==> src/rtl/cam_pattern_gen.sv <==
// OV7670-style camera source: free-running pixel clock plus vsync/href/byte stream
// with programmable geometry, blanking, bytes per pixel and a selectable test pattern.
module cam_pattern_gen #(
    parameter int LINE_PX  = 320,
    parameter int ROWS     = 240,
    parameter int H_BLANK  = 4,
    parameter int V_BLANK  = 4,
    parameter int BPP      = 2,
    parameter int BAR_PX   = 40,
    parameter int PCLK_DIV = 2
) (
    input  logic        clk,
    input  logic        rst,
    input  logic        enable,
    input  logic [1:0]  mode,
    input  logic [15:0] solid_color,
    output logic        CAM_pclk,
    output logic        CAM_vsync,
    output logic        CAM_href,
    output logic [7:0]  CAM_px_data,
    output logic        frame_done,
    output logic [15:0] frame_cnt
);
    localparam int ACT_B   = BPP * LINE_PX;
    localparam int LINE_T  = ACT_B + H_BLANK;
    localparam int FRAME_R = V_BLANK + ROWS;
    localparam int COL_W   = $clog2(LINE_T + 1);
    localparam int ROW_W   = $clog2(FRAME_R + 1);
    localparam int DIV_W   = $clog2(PCLK_DIV + 1);

    localparam logic [COL_W-1:0] COL_LAST   = COL_W'(LINE_T - 1);
    localparam logic [COL_W-1:0] COL_ACT    = COL_W'(ACT_B);
    localparam logic [ROW_W-1:0] ROW_LAST   = ROW_W'(FRAME_R - 1);
    localparam logic [ROW_W-1:0] ROW_VS_END = ROW_W'(V_BLANK / 2);
    localparam logic [ROW_W-1:0] ROW_ACT    = ROW_W'(V_BLANK);
    localparam logic [DIV_W-1:0] DIV_LAST   = DIV_W'(PCLK_DIV - 1);

    typedef enum logic [1:0] {IDLE, VSYNC, VBACK, ACTIVE} state_t;

    state_t             state, state_next;
    logic [DIV_W-1:0]   div_cnt;
    logic [COL_W-1:0]   col;
    logic [ROW_W-1:0]   row;
    logic [1:0]         mode_q;
    logic [15:0]        solid_q;
    logic               fall_tick;
    logic               at_origin;
    logic               relatch;
    logic               frame_end;
    logic [15:0]        x;
    logic [3:0]         y4;
    logic [15:0]        pix;
    logic               byte_lo;
    logic               href_d;
    logic [7:0]         data_d;

    assign fall_tick = (div_cnt == DIV_LAST) && CAM_pclk;
    assign at_origin = (row == '0) && (col == '0);

    // Counters name the position emitted on this fall tick; the state is resolved for it first.
    always_comb begin
        state_next = state;
        relatch    = 1'b0;
        frame_end  = 1'b0;
        case (state)
            IDLE: begin
                if (at_origin && enable) begin
                    state_next = VSYNC;
                    relatch    = 1'b1;
                end
            end
            VSYNC:  if (row == ROW_VS_END) state_next = VBACK;
            VBACK:  if (row == ROW_ACT)    state_next = ACTIVE;
            ACTIVE: begin
                if (at_origin) begin
                    frame_end = 1'b1;
                    if (enable) begin
                        state_next = VSYNC;
                        relatch    = 1'b1;
                    end else begin
                        state_next = IDLE;
                    end
                end
            end
            default: state_next = IDLE;
        endcase
    end

    always_comb begin
        x       = 16'(col) / 16'(BPP);
        y4      = 4'(row) - 4'(V_BLANK);
        byte_lo = (BPP == 2) && col[0];
        pix     = 16'h0000;
        case (mode_q)
            2'd0: begin
                case (3'(x / 16'(BAR_PX)))
                    3'd0: pix = 16'hFFFF;
                    3'd1: pix = 16'hFFE0;
                    3'd2: pix = 16'h07FF;
                    3'd3: pix = 16'h07E0;
                    3'd4: pix = 16'hF81F;
                    3'd5: pix = 16'hF800;
                    3'd6: pix = 16'h001F;
                    default: pix = 16'h0000;
                endcase
            end
            2'd1: pix = solid_q;
            2'd2: pix = x;
            default: pix = (x[3] ^ (y4 >= 4'd8)) ? 16'hFFFF : 16'h0000;
        endcase
        href_d = (state_next == ACTIVE) && (col < COL_ACT);
        data_d = href_d ? (byte_lo ? pix[7:0] : pix[15:8]) : 8'h00;
    end

    always_ff @(posedge clk or negedge rst) begin
        if (!rst) begin
            div_cnt     <= '0;
            CAM_pclk    <= 1'b0;
            state       <= IDLE;
            col         <= '0;
            row         <= '0;
            mode_q      <= 2'd0;
            solid_q     <= 16'h0000;
            CAM_vsync   <= 1'b0;
            CAM_href    <= 1'b0;
            CAM_px_data <= 8'h00;
            frame_done  <= 1'b0;
            frame_cnt   <= 16'h0000;
        end else begin
            frame_done <= 1'b0;
            if (div_cnt == DIV_LAST) begin
                div_cnt  <= '0;
                CAM_pclk <= ~CAM_pclk;
            end else begin
                div_cnt <= div_cnt + 1'b1;
            end
            if (fall_tick) begin
                state       <= state_next;
                CAM_vsync   <= (state_next == VSYNC);
                CAM_href    <= href_d;
                CAM_px_data <= data_d;
                if (relatch) begin
                    mode_q  <= mode;
                    solid_q <= solid_color;
                end
                if (frame_end) begin
                    frame_done <= 1'b1;
                    frame_cnt  <= frame_cnt + 16'd1;
                end
                if (col == COL_LAST) begin
                    col <= '0;
                    row <= (row == ROW_LAST) ? '0 : row + 1'b1;
                end else begin
                    col <= col + 1'b1;
                end
            end
        end
    end
endmodule

==> config.mk <==
export PLATFORM = sky130hd
export DESIGN_NAME = cam_pattern_gen
export DESIGN_NICKNAME = d
export VERILOG_FILES = /design/src/rtl/cam_pattern_gen.sv
export SDC_FILE = /design/constraint.sdc
export NUM_CORES = 1
export LEC_CHECK = 0
export ABC_AREA = 0
export BUFFER_PORTS_ARGS = -buffer_cell sky130_fd_sc_hd__buf_4
export CAP_MARGIN = 20
export CORE_ASPECT_RATIO = 1.5
export CORE_MARGIN = 2
export CORE_UTILIZATION = 52
export CTS_CLUSTER_SIZE = 10
export DETAILED_ROUTE_END_ITERATION = 16
export PLACE_DENSITY = 0.85
export SYNTH_ARGS = -nofsm -noshare
export SYNTH_HDL_FRONTEND = slang
export SYNTH_SLANG_ARGS = --single-unit
==> constraint.sdc <==
create_clock -name clk -period 2.4 [get_ports clk]
set_input_delay 0.24 -clock clk [delete_from_list [all_inputs] [get_ports clk]]
set_output_delay 0.24 -clock clk [all_outputs]
set_load 0.05 [all_outputs]
Word-level counts from Yosys, hierarchy flattened
Cells that the tools add are included.

Input bits: 21. Output and inout bits: 28. Word-level logic and storage cells: 74. Bits in registers: 68.

Reduce and logical (&&, ||, !) cells: 12. Equal/unequal tests: 18. Magnitude comparators: 2. Bitwise logic cells: 2. $add $sub $neg: 5. Mux-type cells: 22. Divide/modulo/power cells: 1.

Operators by type and width (count): 16-bit one-hot mux with 7 select lines (1); 16-bit one-hot mux with 3 select lines (1); 8-bit 2-to-1 mux (3); 16-bit by 1-bit adder with 16-bit output (second input constant) (1); 9-bit by 6-bit divider with 16-bit output (second input constant) (1); 16-bit 2-to-1 mux (1); 10-bit by 1-bit adder with 10-bit output (second input constant) (1); 10-bit == test (second input constant) (1); 10-bit logical NOT (1); 10-bit < comparator (second input constant) (1); 10-bit 2-to-1 mux (1); 2-bit 2-to-1 mux (5); 3-bit == test (second input constant) (3); 8-bit by 1-bit adder with 8-bit output (second input constant) (1); 2-bit by 1-bit == test with 1-bit output (second input constant) (4); 2-bit == test (second input constant) (4); 8-bit by 2-bit == test with 1-bit output (second input constant) (1); 8-bit by 3-bit == test with 1-bit output (second input constant) (1); 8-bit == test (second input constant) (1); 8-bit logical NOT (1); 1-bit 2-to-1 mux (8); 2-bit one-hot mux with 4 select lines (1); 3-bit by 2-bit == test with 1-bit output (second input constant) (2); 2-bit AND reduction (3); other kinds (10) (14).

Logic depth before layout (Yosys ltp)
Depth after elaboration: 8. Depth in mapped cells: 10. Mapped depth without buffers: 8.

Worst setup path before layout
OpenSTA, ideal clock, no wires.

Path type: register -> register. Start: register col[0]. End: register frame_cnt[15]. Arrival time: 2.184 ns. Buffers on the path: 2. Path slack: 0.075 ns. Library setup time: 0.140 ns. Data required time: 2.260 ns. Cell stages (with the launch flop): 11. Clock period less this slack: 2.325 ns. Cell sequence: dfrtp_1 > clkbuf_1 > inv_1 > ha_1 > nor4bb_1 > and4_1 > and2b_2 > and4_1 > clkbuf_1 > nand4_1 > xnor2_1.

Cells in the longest elaborated chain, start to end: 5.

RTL lines: start, declared (line 42) `logic [COL_W-1:0] col;`; start signal, assigned (line 154) `col <= col + 1'b1;`; 10-bit logical NOT (line 58) `assign at_origin = (row == '0) && (col == '0);`; 1-bit logical AND (line 58); 1-bit 2-to-1 mux (line 75) `if (at_origin) begin`; 1-bit 2-to-1 mux (line 65) `case (state)`; 2-bit AND reduction (no line); end signal, assigned (line 148) `frame_cnt <= frame_cnt + 16'd1;`; end, declared (line 22) `output logic [15:0] frame_cnt`.

No other way between the ends. A chain may end at the register's enable or synchronous reset.

Worst setup path in the final report
Start: register col[2]. End: register row[2].

Cells in the longest elaborated chain, start to end: 2.

RTL lines: 10-bit == test (line 150) `if (col == COL_LAST) begin`; 2-bit AND reduction (no line); end signal, assigned (line 152) `row <= (row == ROW_LAST) ? '0 : row + 1'b1;`; end, declared (line 43) `logic [ROW_W-1:0] row;`.

No other way between the ends.

==> run summary <==
### Outcome
* **run status** finished, final reports clean

### Worst setup path
* **critical register-to-register path startpoint** col[2]
* **startpoint of the most critical setup path** col[2]
* **required time worst endpoint** 2.61 ns
* **CP Cell Sequence** or4_4 -> nor4_4 -> nand2_1 -> nor2_1 -> nor2_1
* **CP endpoint kind** flip-flop
* **top fanout value on the critical path** 7
* **Startpoint Class** flip-flop
* **most prevalent standard cell on the critical path** nor2_1
* **standard cell with the maximum stage delay on the critical path** or4_4
* **slowest cell delay on critical path** 0.56 ns
* **signal arrival time at the worst endpoint** 2.51 ns
* **kind of critical path** reg -> reg

### Run
* **number of max-cap violations** 0

### Floorplanning
* **Chip Width** 72.4 um
* **I/O pin count** 49
* **initial core utilization** 53.6%
* **core outline area** 6810 sq um
* **# rows** 37
* **Die Y** 107 um
* **DIE AREA** 7710 sq um

### Place
* **cell total after placement** 466
* **post-detailed-placement half-perimeter wirelength** 6.03 mm
* **area of placed instances** 4120 sq um
* **Port Buf Inserts** 48
* **final estimated routing congestion in global placement** 0.928

### Hold path
* **Min-Delay Path Class** in -> async

### Power
* **worst voltage drop across the vdd grid** 450 uV
* **Leak Pwr** 2.00 nW
* **Pwr per Cell Area** 526 nW/um^2

### Timing
* **clock skew** 0.00944 ns
* **Slew Limit Headroom** 42.0%
* **final setup fails** 0
* **Pins Over Slew Limit** 0
* **hold violation total from the final report** 0
* **share of the clock period used by the worst path after layout** 96.0%
* **Period minus WS final** 2.30 ns
* **Max Fclk** 0.434 GHz
* **slew at the pin closest to its max-slew limit** 0.869 ns

### Route
* **routed via count** 2842
* **Routed Wire Length** 8.15 mm
* **Avg WL per Cell** 16.9 um
* **number of DRC markers after the initial detailed-route iteration** 182
* **DRC violation count after routing** 0
* **DRT Pass-1 Iters** 4
* **detailed-route vias per instance** 5.91
* **Routed Antenna Nets** 0

### Synthesis
* **top-area cell type share of the netlist area** 46.7%
* **netlist area before placement** 3640 sq um
* **warnings from Yosys** 0
* **sequential cell area fraction in the yosys report** 46.7%
* **cell type with the highest aggregate area in the netlist** dfrtp_1
* **Unique masters post-synth** 59
* **post-synth net total** 377
* **leading register cell type out of synthesis** dfrtp_1
* **number of synthesized register bits** 68
* **number of synthesized flops with an enable pin** 0
* **share of synthesized registers carrying an async set or reset** 100%
* **cell types occupying the most area after synthesis** dfrtp_1 (47%), mux2_2 (5.9%), ha_1 (4.8%)
* **average size of a mapped cell** 10.7 sq um
* **cell count after synthesis** 342

### Finish
* **area added between synthesis and finish** 18.6%
* **Layout Cells excl Fill** 481
* **Total Nets Final** 435
* **most common library cell in the layout ignoring fill and taps** dfrtp_1
* **leading cell types in the layout, fill and taps excluded** dfrtp_1 (68), buf_4 (62), nand2_1 (39)
* **antenna cells** 0
* **Final Core Density** 63.5%
* **fraction of layout instances using a drive strength above 1** 27.8%
* **post-route cell area** 4320 sq um

### Clocking
* **number of clock buffers inserted by TritonCTS** 9
* **CTS clk-pin slew, worst paths** 0.07 ns
* **worst skew pair latency** 0.35 ns
* **number of sinks handled by clock tree synthesis** 68
* **H-Tree Level Count** 3
* **clock tree from TritonCTS** done
* **buffer depth of the longest clock path** 2
* **buffer type at the clock tree root** clkbuf_8

### Global route
* **initial antenna violation count** 0
* **first-pass GRT wire length** 13.5 mm
* **number of global-route vias before repair** 2909
* **aggregate global routing overflow** 0
* **Global Route Usage Sum** 23.1%
* **largest net degree at the start of global routing** 69

## per-stage QoR
stage	hold WS [ns]	setup TNS, ns	setup slack [ns]	power, mW
2_1_floorplan	-0.0556	0	0.0754	1.41
3_3_place_gp	0.395	0	0.146	1.50
3_5_place_dp	0.413	-0.0188	-0.0188	1.51
4_1_cts	0.0279	0	0.0320	2.30
5_1_grt	0.0642	-0.00386	-0.00386	2.38
6_report	0.00560	0	0.0954	2.28
## cell type report
class | count | area [sq um]
multi-input combinational | 248 | 1850
clock inverter | 3 | 15.0
inverter | 10 | 37.5
timing repair buffer | 63 | 477
sequential | 68 | 1700
tap | 78 | 97.6
fill | 535 | 2480
clock buffer | 11 | 141
## critical path, delay by kind of cell, from the launching register on
kind | cells | cell delay [ns]
DFF | 1 | 0.47
and+or+nand+nor | 5 | 1.70
## cell usage after synthesis (3+ instances only)
cell      number
nand2_1       39
and4_1         4
a221o_1        4
nor3_1         3
or3_1          3
ha_1          14
inv_1         10
o221ai_1       3
nor3b_1        4
clkbuf_1       8
dfrtp_1       68
a32o_1         5
nand4_1        7
o21ai_0       12
a22o_1         3
and3_1         4
nor2b_1        7
xnor2_1       18
mux2_2        19
nand3_1        8
buf_2          3
xor2_1        12
a22oi_1        3
nor2_1        24
nand2b_1       7
nor4_4         3
## power by group
part           switching, mW  leakage [nW]  internal, mW
Clock                  0.399        0.0848         0.386
Sequential            0.0289         0.905          1.18
Combinational          0.171          1.01         0.114
Total                  0.599          2.00          1.68
## layer usage
layer	vias to the layer above	wire length, um	global-route usage, %
li1	1335	-	-
met1	1381	2990	25.8
met2	97	4410	39.5
met3	29	414	4.93
met4	0	331	13.5
met5	-	0	0
## cell families (layout without fill, tap and decap cells)
| kind of cell | count (synthesis) | count (layout) | synth area share [%] |
|---|---|---|---|
| buffers and inverters | 26 | 87 | 3.40 |
| AND/OR/NAND/NOR | 129 | 129 | 20.1 |
| AO/OA/AOI/OAI | 55 | 55 | 11.7 |
| adder cells (fa/ha/maj) | 14 | 14 | 4.81 |
| flip-flops | 68 | 68 | 46.7 |
| multiplexers | 20 | 20 | 6.15 |
| XOR/XNOR | 30 | 30 | 7.21 |
## state kept, by name, summed over array words and instances, names as in the netlist
register	count
frame_cnt	16
solid_q	16
col	10
CAM_px_data	8
row	8
div_cnt	2
mode_q	2
state	2
CAM_href	1
CAM_pclk	1
CAM_vsync	1
frame_done	1
## repair_timing
item | in CTS | in global routing
buffers inserted | 1 | 0
hold buffers | 0 | 0
pin swaps | 1 | 0
endpoints found under the setup margin | 6 | 15
resized for setup | 2 | 6
## worst paths after layout
kind	end	slack, ns	cells after the start
max in group asynchronous	frame_cnt[15]	1.83	1
worst min-delay path	col[8]	0.006	1
worst max-delay path	row[2]	0.1	5
min in group clk	solid_q[13]	0.12	2
worst min register to register	frame_cnt[15]	0.47	1
worst max register to register	row[2]	0.1	5
Power figures use the tool's default switching activity.
